$ cat config.mk
export PLATFORM = sky130hd
export DESIGN_NAME = ap_ctrl_perf_monitor
export DESIGN_NICKNAME = d
export VERILOG_FILES = /design/src/rtl/ap_ctrl_perf_monitor.sv
export SDC_FILE = /design/constraint.sdc
export NUM_CORES = 2
export LEC_CHECK = 0
export ABC_CLOCK_PERIOD_IN_PS = 9400
export CAP_MARGIN = 10
export CORE_MARGIN = 5
export CORE_UTILIZATION = 40
export DETAILED_ROUTE_END_ITERATION = 7
export PLACE_DENSITY_LB_ADDON = 0.25
export SLEW_MARGIN = 10
export SYNTH_ARGS = -nofsm -noshare
export SYNTH_HDL_FRONTEND = slang
export SYNTH_SLANG_ARGS = --single-unit
export TNS_END_PERCENT = 100
$ cat constraint.sdc
create_clock -name clock -period 9.4 [get_ports clock]
set_input_delay 1.41 -clock clock [delete_from_list [all_inputs] [get_ports clock]]
set_output_delay 1.41 -clock clock [all_outputs]
set_load 0.005 [all_outputs]
$ cat src/rtl/ap_ctrl_perf_monitor.sv
// ap_ctrl_perf_monitor
//   Watches NUM_CH ap_ctrl_chain handshakes. For each channel it measures:
//     - transaction count
//     - start-to-done latency (last/min/max)
//     - initiation interval
//     - done-stall cycles
//   Up to DEPTH start timestamps per channel may be outstanding, so pipelined
//   sub-functions are measured correctly.
//
// Ports
//   clock        system clock, rising edge
//   reset_n      asynchronous active-low reset
//   ap_start     per-channel handshake input
//   ap_ready     per-channel handshake input
//   ap_done      per-channel handshake input
//   ap_continue  per-channel handshake input
//   finish       freezes statistics; FIFOs and FSMs keep tracking
//   clear        synchronous clear of statistics, FIFOs and flags
//   rd_sel       readout channel select
//   rd_field     readout statistic select:
//                  0 txn, 1 last, 2 min, 3 max, 4 interval,
//                  5 stall, 6 occupancy, 7 {ovf,udf}
//   rd_data      registered readout, one cycle after rd_sel/rd_field
//   err_any      registered OR of all sticky overflow/underflow flags
`timescale 1ns/1ps
module ap_ctrl_perf_monitor #(
    parameter int NUM_CH = 4,
    parameter int DEPTH  = 4,
    parameter int TS_W   = 16,
    parameter int CNT_W  = 32,
    localparam int SEL_W = (NUM_CH > 1) ? $clog2(NUM_CH) : 1
) (
    input  logic              clock,
    input  logic              reset_n,
    input  logic [NUM_CH-1:0] ap_start,
    input  logic [NUM_CH-1:0] ap_ready,
    input  logic [NUM_CH-1:0] ap_done,
    input  logic [NUM_CH-1:0] ap_continue,
    input  logic              finish,
    input  logic              clear,
    input  logic [SEL_W-1:0]  rd_sel,
    input  logic [2:0]        rd_field,
    output logic [CNT_W-1:0]  rd_data,
    output logic              err_any
);

    localparam int PTR_W = $clog2(DEPTH);
    localparam int OCC_W = PTR_W + 1;

    typedef enum logic [1:0] {ST_IDLE, ST_ACTIVE, ST_HOLD} state_t;

    function automatic logic [CNT_W-1:0] sat_inc(input logic [CNT_W-1:0] v);
        return (&v) ? v : v + 1'b1;
    endfunction

    logic [TS_W-1:0]  ts;
    logic [TS_W-1:0]  fifo_mem [NUM_CH][DEPTH];
    logic [PTR_W-1:0] wr_ptr   [NUM_CH];
    logic [PTR_W-1:0] rd_ptr   [NUM_CH];
    logic [OCC_W-1:0] occ      [NUM_CH];
    logic [OCC_W-1:0] occ_nxt  [NUM_CH];
    state_t           state    [NUM_CH];
    state_t           state_nxt[NUM_CH];

    logic [NUM_CH-1:0] ev_s, ev_d, ev_stall, is_empty, is_full, bypass;
    logic [NUM_CH-1:0] do_push, do_pop, lat_vld, set_ovf, set_udf;
    logic [TS_W-1:0]   lat_ts [NUM_CH];
    logic [CNT_W-1:0]  lat    [NUM_CH];

    logic [CNT_W-1:0] txn_cnt [NUM_CH];
    logic [CNT_W-1:0] last_lat[NUM_CH];
    logic [CNT_W-1:0] min_lat [NUM_CH];
    logic [CNT_W-1:0] max_lat [NUM_CH];
    logic [CNT_W-1:0] last_ivl[NUM_CH];
    logic [CNT_W-1:0] ivl_run [NUM_CH];
    logic [CNT_W-1:0] stall_cnt[NUM_CH];
    logic [NUM_CH-1:0] seen_s, ovf_flag, udf_flag;
    logic [CNT_W-1:0] rd_mux;

    // NOTE: all sequential state uses non-blocking assignments so every
    // register samples pre-edge values regardless of block ordering.
    always_ff @(posedge clock or negedge reset_n) begin
        if (!reset_n)   ts <= '0;
        else if (clear) ts <= '0;
        else            ts <= ts + 1'b1;
    end

    // Event decode: the FSM output process. Occupancy, not FSM state,
    // decides push/pop, so finish can never desynchronise the two.
    always_comb begin
        // NOTE: every combinational output gets a default first so no
        // path leaves it unassigned and no latch is inferred.
        ev_s = '0; ev_d = '0; ev_stall = '0; is_empty = '0; is_full = '0;
        bypass = '0; do_push = '0; do_pop = '0; lat_vld = '0;
        set_ovf = '0; set_udf = '0;
        for (int c = 0; c < NUM_CH; c++) begin
            ev_s[c]     = ap_start[c] & ap_ready[c];
            ev_d[c]     = ap_done[c] & ap_continue[c];
            ev_stall[c] = ap_done[c] & ~ap_continue[c];
            is_empty[c] = (occ[c] == '0);
            is_full[c]  = (occ[c] == OCC_W'(DEPTH));
            bypass[c]   = ev_s[c] & ev_d[c] & is_empty[c];
            do_pop[c]   = ev_d[c] & ~is_empty[c];
            // A full FIFO still accepts a push when the same cycle pops.
            do_push[c]  = ev_s[c] & ~bypass[c] & (~is_full[c] | ev_d[c]);
            set_ovf[c]  = ev_s[c] & is_full[c] & ~ev_d[c];
            set_udf[c]  = ev_d[c] & is_empty[c] & ~ev_s[c];
            lat_vld[c]  = bypass[c] | do_pop[c];
            // Subtract at TS_W first so the latency wraps modulo 2^TS_W.
            lat_ts[c]   = bypass[c] ? '0 : ts - fifo_mem[c][rd_ptr[c]];
            lat[c]      = CNT_W'(lat_ts[c]);
            occ_nxt[c]  = occ[c] + OCC_W'(do_push[c]) - OCC_W'(do_pop[c]);
        end
    end

    // Next-state process.
    always_comb begin
        for (int c = 0; c < NUM_CH; c++) begin
            state_nxt[c] = state[c];
            unique case (state[c])
                ST_IDLE:   if (do_push[c]) state_nxt[c] = ST_ACTIVE;
                ST_ACTIVE: if (occ_nxt[c] == '0) state_nxt[c] = ST_IDLE;
                           else if (ev_stall[c]) state_nxt[c] = ST_HOLD;
                ST_HOLD:   if (ev_d[c])
                               state_nxt[c] = (occ_nxt[c] == '0) ? ST_IDLE : ST_ACTIVE;
                default:   state_nxt[c] = ST_IDLE;
            endcase
        end
    end

    // State register plus FIFO pointers and occupancy.
    always_ff @(posedge clock or negedge reset_n) begin
        if (!reset_n) begin
            for (int c = 0; c < NUM_CH; c++) begin
                state[c] <= ST_IDLE; wr_ptr[c] <= '0; rd_ptr[c] <= '0; occ[c] <= '0;
            end
        end else begin
            for (int c = 0; c < NUM_CH; c++) begin
                if (clear) begin
                    state[c] <= ST_IDLE; wr_ptr[c] <= '0; rd_ptr[c] <= '0; occ[c] <= '0;
                end else begin
                    state[c] <= state_nxt[c];
                    occ[c]   <= occ_nxt[c];
                    if (do_push[c]) wr_ptr[c] <= wr_ptr[c] + 1'b1;
                    if (do_pop[c])  rd_ptr[c] <= rd_ptr[c] + 1'b1;
                end
            end
        end
    end

    // NOTE: timestamp storage has no reset; occupancy guards every read,
    // so stale contents are never observed.
    always_ff @(posedge clock) begin
        for (int c = 0; c < NUM_CH; c++)
            if (do_push[c] && !clear) fifo_mem[c][wr_ptr[c]] <= ts;
    end

    // Statistics. The interval run counter and seen_s keep tracking under
    // finish; only the recorded values freeze.
    always_ff @(posedge clock or negedge reset_n) begin
        if (!reset_n) begin
            seen_s <= '0; ovf_flag <= '0; udf_flag <= '0;
            for (int c = 0; c < NUM_CH; c++) begin
                txn_cnt[c] <= '0; last_lat[c] <= '0; min_lat[c] <= '1; max_lat[c] <= '0;
                last_ivl[c] <= '0; ivl_run[c] <= '0; stall_cnt[c] <= '0;
            end
        end else if (clear) begin
            seen_s <= '0; ovf_flag <= '0; udf_flag <= '0;
            for (int c = 0; c < NUM_CH; c++) begin
                txn_cnt[c] <= '0; last_lat[c] <= '0; min_lat[c] <= '1; max_lat[c] <= '0;
                last_ivl[c] <= '0; ivl_run[c] <= '0; stall_cnt[c] <= '0;
            end
        end else begin
            for (int c = 0; c < NUM_CH; c++) begin
                if (ev_s[c]) begin
                    seen_s[c]  <= 1'b1;
                    ivl_run[c] <= CNT_W'(1);
                end else begin
                    ivl_run[c] <= sat_inc(ivl_run[c]);
                end
                if (!finish) begin
                    if (ev_s[c] && seen_s[c]) last_ivl[c] <= ivl_run[c];
                    if (lat_vld[c]) begin
                        txn_cnt[c]  <= sat_inc(txn_cnt[c]);
                        last_lat[c] <= lat[c];
                        if (lat[c] < min_lat[c]) min_lat[c] <= lat[c];
                        if (lat[c] > max_lat[c]) max_lat[c] <= lat[c];
                    end
                    if (ev_stall[c]) stall_cnt[c] <= sat_inc(stall_cnt[c]);
                    if (set_ovf[c])  ovf_flag[c]  <= 1'b1;
                    if (set_udf[c])  udf_flag[c]  <= 1'b1;
                end
            end
        end
    end

    always_comb begin
        rd_mux = '0;
        if (int'(rd_sel) < NUM_CH) begin
            unique case (rd_field)
                3'd0: rd_mux = txn_cnt[rd_sel];
                3'd1: rd_mux = last_lat[rd_sel];
                3'd2: rd_mux = min_lat[rd_sel];
                3'd3: rd_mux = max_lat[rd_sel];
                3'd4: rd_mux = last_ivl[rd_sel];
                3'd5: rd_mux = stall_cnt[rd_sel];
                3'd6: rd_mux = CNT_W'(occ[rd_sel]);
                3'd7: rd_mux = CNT_W'({ovf_flag[rd_sel], udf_flag[rd_sel]});
                default: rd_mux = '0;
            endcase
        end
    end

    always_ff @(posedge clock or negedge reset_n) begin
        if (!reset_n) begin
            rd_data <= '0;
            err_any <= 1'b0;
        end else if (clear) begin
            rd_data <= '0;
            err_any <= 1'b0;
        end else begin
            rd_data <= rd_mux;
            err_any <= |{ovf_flag, udf_flag};
        end
    end

endmodule

==> flow_summary.ini <==
[pwr]
seq_power_share_pct = 42.8
combPwrFrac_pct = 19.1
pwr-share-clk_pct = 38.2
p_switching_w = 0.00366
p_int_w = 0.00862
powerDensity_nw_per_um2 = 195
max-vdd-ir-drop_mv = 0.174
report.power.total_w = 0.0123
swShare_pct = 29.8
power_leakage_nw = 25.9

[clocking]
numCtsBuffers = 117
cts.clk_slew.worst_paths_ps = 60
htree_levels = 3
cts_root_buf = clkbuf_16
clock_sinks = 1053
cts_tree = done
cts_setup_buffers = 0
cts_max_path_buffers = 3
clk_latency_ps = 760
postCtsHoldBufs = 0
cts.repair.resized = 0

[floorplan]
die_y_um = 385
io_pins = 58
fp-row-count = 137
die_w_um = 385
initial_core_util_pct = 40.2
coreArea_um2 = 140000
die-area_um2 = 148000

[timing]
grt_setup_unrepaired = false
fin_setup_tns_ps = 0
setup_viol = 0
skew_ps = 49.4
tightest_slew_ps = 1210
final-hold-violation-count = 0
period_minus_slack_ps = 6640
fmax_ghz = 0.150
min_period_over_period_pct = 70.7
slew_violations = 0
slew_headroom_pct = 18.8

[logic_synthesis]
yosysWarnings = 0
synth_ff_type = dfrtp_1
async_flop_share_pct = 75.7
yosys-top-cells-area = dfrtp_1 33%, edfxtp_1 14%, mux4_2 9.1%
synth_fp_nets = 5376
synth_area_leader_cell = dfrtp_1
ys_seq_area_share_pct = 49.4
syn_avg_cell_area_um2 = 10.9
syn_inst = 5127
yosys-top-cells-count = 729 x dfrtp_1, 600 x nor2_1, 396 x nand2_1
yosysTopAreaCellShare_pct = 32.5
synth_cell_types = 97
yosysMostFrequentCell = dfrtp_1
synth_edf_count = 256
syn_area_um2 = 56100
ys_ff_latch = 1053

[run_status]
outcome = complete, no violations

[routing]
vias = 40848
remaining_drc_errors = 0
postRouteAntennaNets = 0
drtIter0Drc = 3628
drtPass1Iterations = 6
routed_wirelength_mm = 164
avgViaCountPerCell = 5.72
wl_per_cell_um = 23.0

[grt]
grt_util_all_layers_pct = 22.2
gr-total-overflow = 0
met2_usage_pct = 32.1
gr-max-usage-layer = met1
use_met3_pct = 4.11
grt_max_degree = 165
grt_pass1_wl_mm = 252
use_met1_pct = 33.8
antenna_found_initial = 7
grt_pass1_vias = 39321

[critical_path]
path_cells = mux4_2 > ha_1 > inv_1 > fa_1 > a21oi_1 > o211ai_1 > o21ai_0 > a21oi_1 > o21a_1 > nor3_1 > ha_1 > nand2_1 > or3_1 > nor2_1 > a311oi_1 > a2bb2oi_1 > o221a_2 > a221o_1 > mux2_2
arrival_ps = 7300
critPathKind = flip-flop to flip-flop
end_kind = flip-flop
crit_fanout = 18
worst_path_max_delay_cell = dfrtp_1
worstPathRequired_ps = 10060
start_kind = flip-flop
worst_path_largest_cell_delay_ps = 1030

[place]
place.gp.congestion = 0.910
dp.cells = 6919
dp_hpwl_mm = 117
io_buffers = 57

[flow_run]
drv_cap = 0

[finish]
drive_gt1_share_pct = 12.2
syn2layout_area_growth_pct = 11.9
layout.nets = 5412
final_cell_count_no_fill = 7143

[min_path]
hold_path.class = flip-flop to flip-flop
-- worst paths after layout --
path                        startpoint  cells past startpoint  slack (ps)           to
setup / recovery             rd_ptr[4]                     19        2760  min_lat[64]
min in group asynchronous      reset_n                      1         700  rd_data[18]
hold / removal             min_lat[30]                      2         480  min_lat[30]
max in group asynchronous      reset_n                      3        6570      err_any
setup reg to reg             rd_ptr[4]                     19        2760  min_lat[64]
hold reg to reg            min_lat[30]                      2         480  min_lat[30]
-- per-layer routing --
metal  share of wire (%)  up-vias
met4                 3.3        0
met5                   0        -
met1                  47    20735
met2                  43     1236
met3                 7.0      238
li1                    -    18639
-- placed cells by master, fill, tap and decap left out, types with 216 or more instances in the layout --
master	count
xor2_1	222
inv_1	261
ha_1	216
a21oi_1	286
nand2_1	396
edfxtp_1	256
nand3_1	232
dfrtp_1	729
mux4_2	226
nor2_1	599
-- stage by stage --
stage / cell area (um2) / util [%] / hold WS, ps / setup slack, ps
after floorplan: 56100 / - / 445 / 3660
after global placement: 58900 / 42.2 / 456 / 2960
after detailed placement: 58900 / 42.2 / 463 / 2880
after CTS: 62800 / 45.0 / 477 / 2840
after global routing: 62800 / 45.0 / 495 / 2370
final: 62800 / 45.0 / 478 / 2760
-- layout make-up --
class	count	area [um2]
Timing Repair Buffer	153	1360
Antenna cell	5	12.5
Multi-Input combinational cell	3575	26500
Fill cell	13084	76700
Sequential cell	1053	27700
Clock buffer	182	3490
Inverter	263	988
Clock inverter	36	440
Tap cell	1876	2350
-- critical path, delay by kind of cell (launching register included) --
family,cells,cell delay [ps]
AOI/OAI and AO/OA,9,2620
and+or+nand+nor,4,1090
DFF,1,1030
adders and majority gates,3,980
muxes,2,810
buffers and inverters,1,60
-- cell families (layout without fill, tap and decap cells) --
| family | Yosys count | count (layout) | synth area share [%] |
|---|---|---|---|
| xor+xnor | 368 | 368 | 5.74 |
| fa+ha+maj | 224 | 224 | 5.10 |
| flops | 1053 | 1053 | 49.4 |
| compound gates | 892 | 892 | 10.5 |
| other cells | 0 | 5 | 0 |
| mux | 316 | 316 | 10.7 |
| buf+inv | 499 | 634 | 3.53 |
| simple gates | 1775 | 1775 | 15.0 |
-- sequential cells by signal, summed over array words and instances, names as in the netlist --
name / cells
min_lat: 68
last_ivl: 128
wr_ptr: 8
stall_cnt: 128
ts: 16
last_lat: 64
max_lat: 64
fifo_mem: 256
rd_data: 32
udf_flag: 4
ovf_flag: 4
ivl_run: 128
err_any: 1
rd_ptr: 8
txn_cnt: 128
seen_s: 4
occ: 12
-- power groups by stage --
| stage | clock [W] | sequential, W | combinational, W |
|---|---|---|---|
| 2_1_floorplan | 0 | 0.00515 | 0.00164 |
| 5_1_grt | 0.00499 | 0.00526 | 0.00260 |
| 4_1_cts | 0.00479 | 0.00524 | 0.00232 |
| 3_3_place_gp | 0 | 0.00532 | 0.00227 |
| 3_5_place_dp | 0 | 0.00532 | 0.00231 |
| 6_report | 0.00468 | 0.00525 | 0.00234 |
No activity file was read; power rests on OpenSTA's default activity.
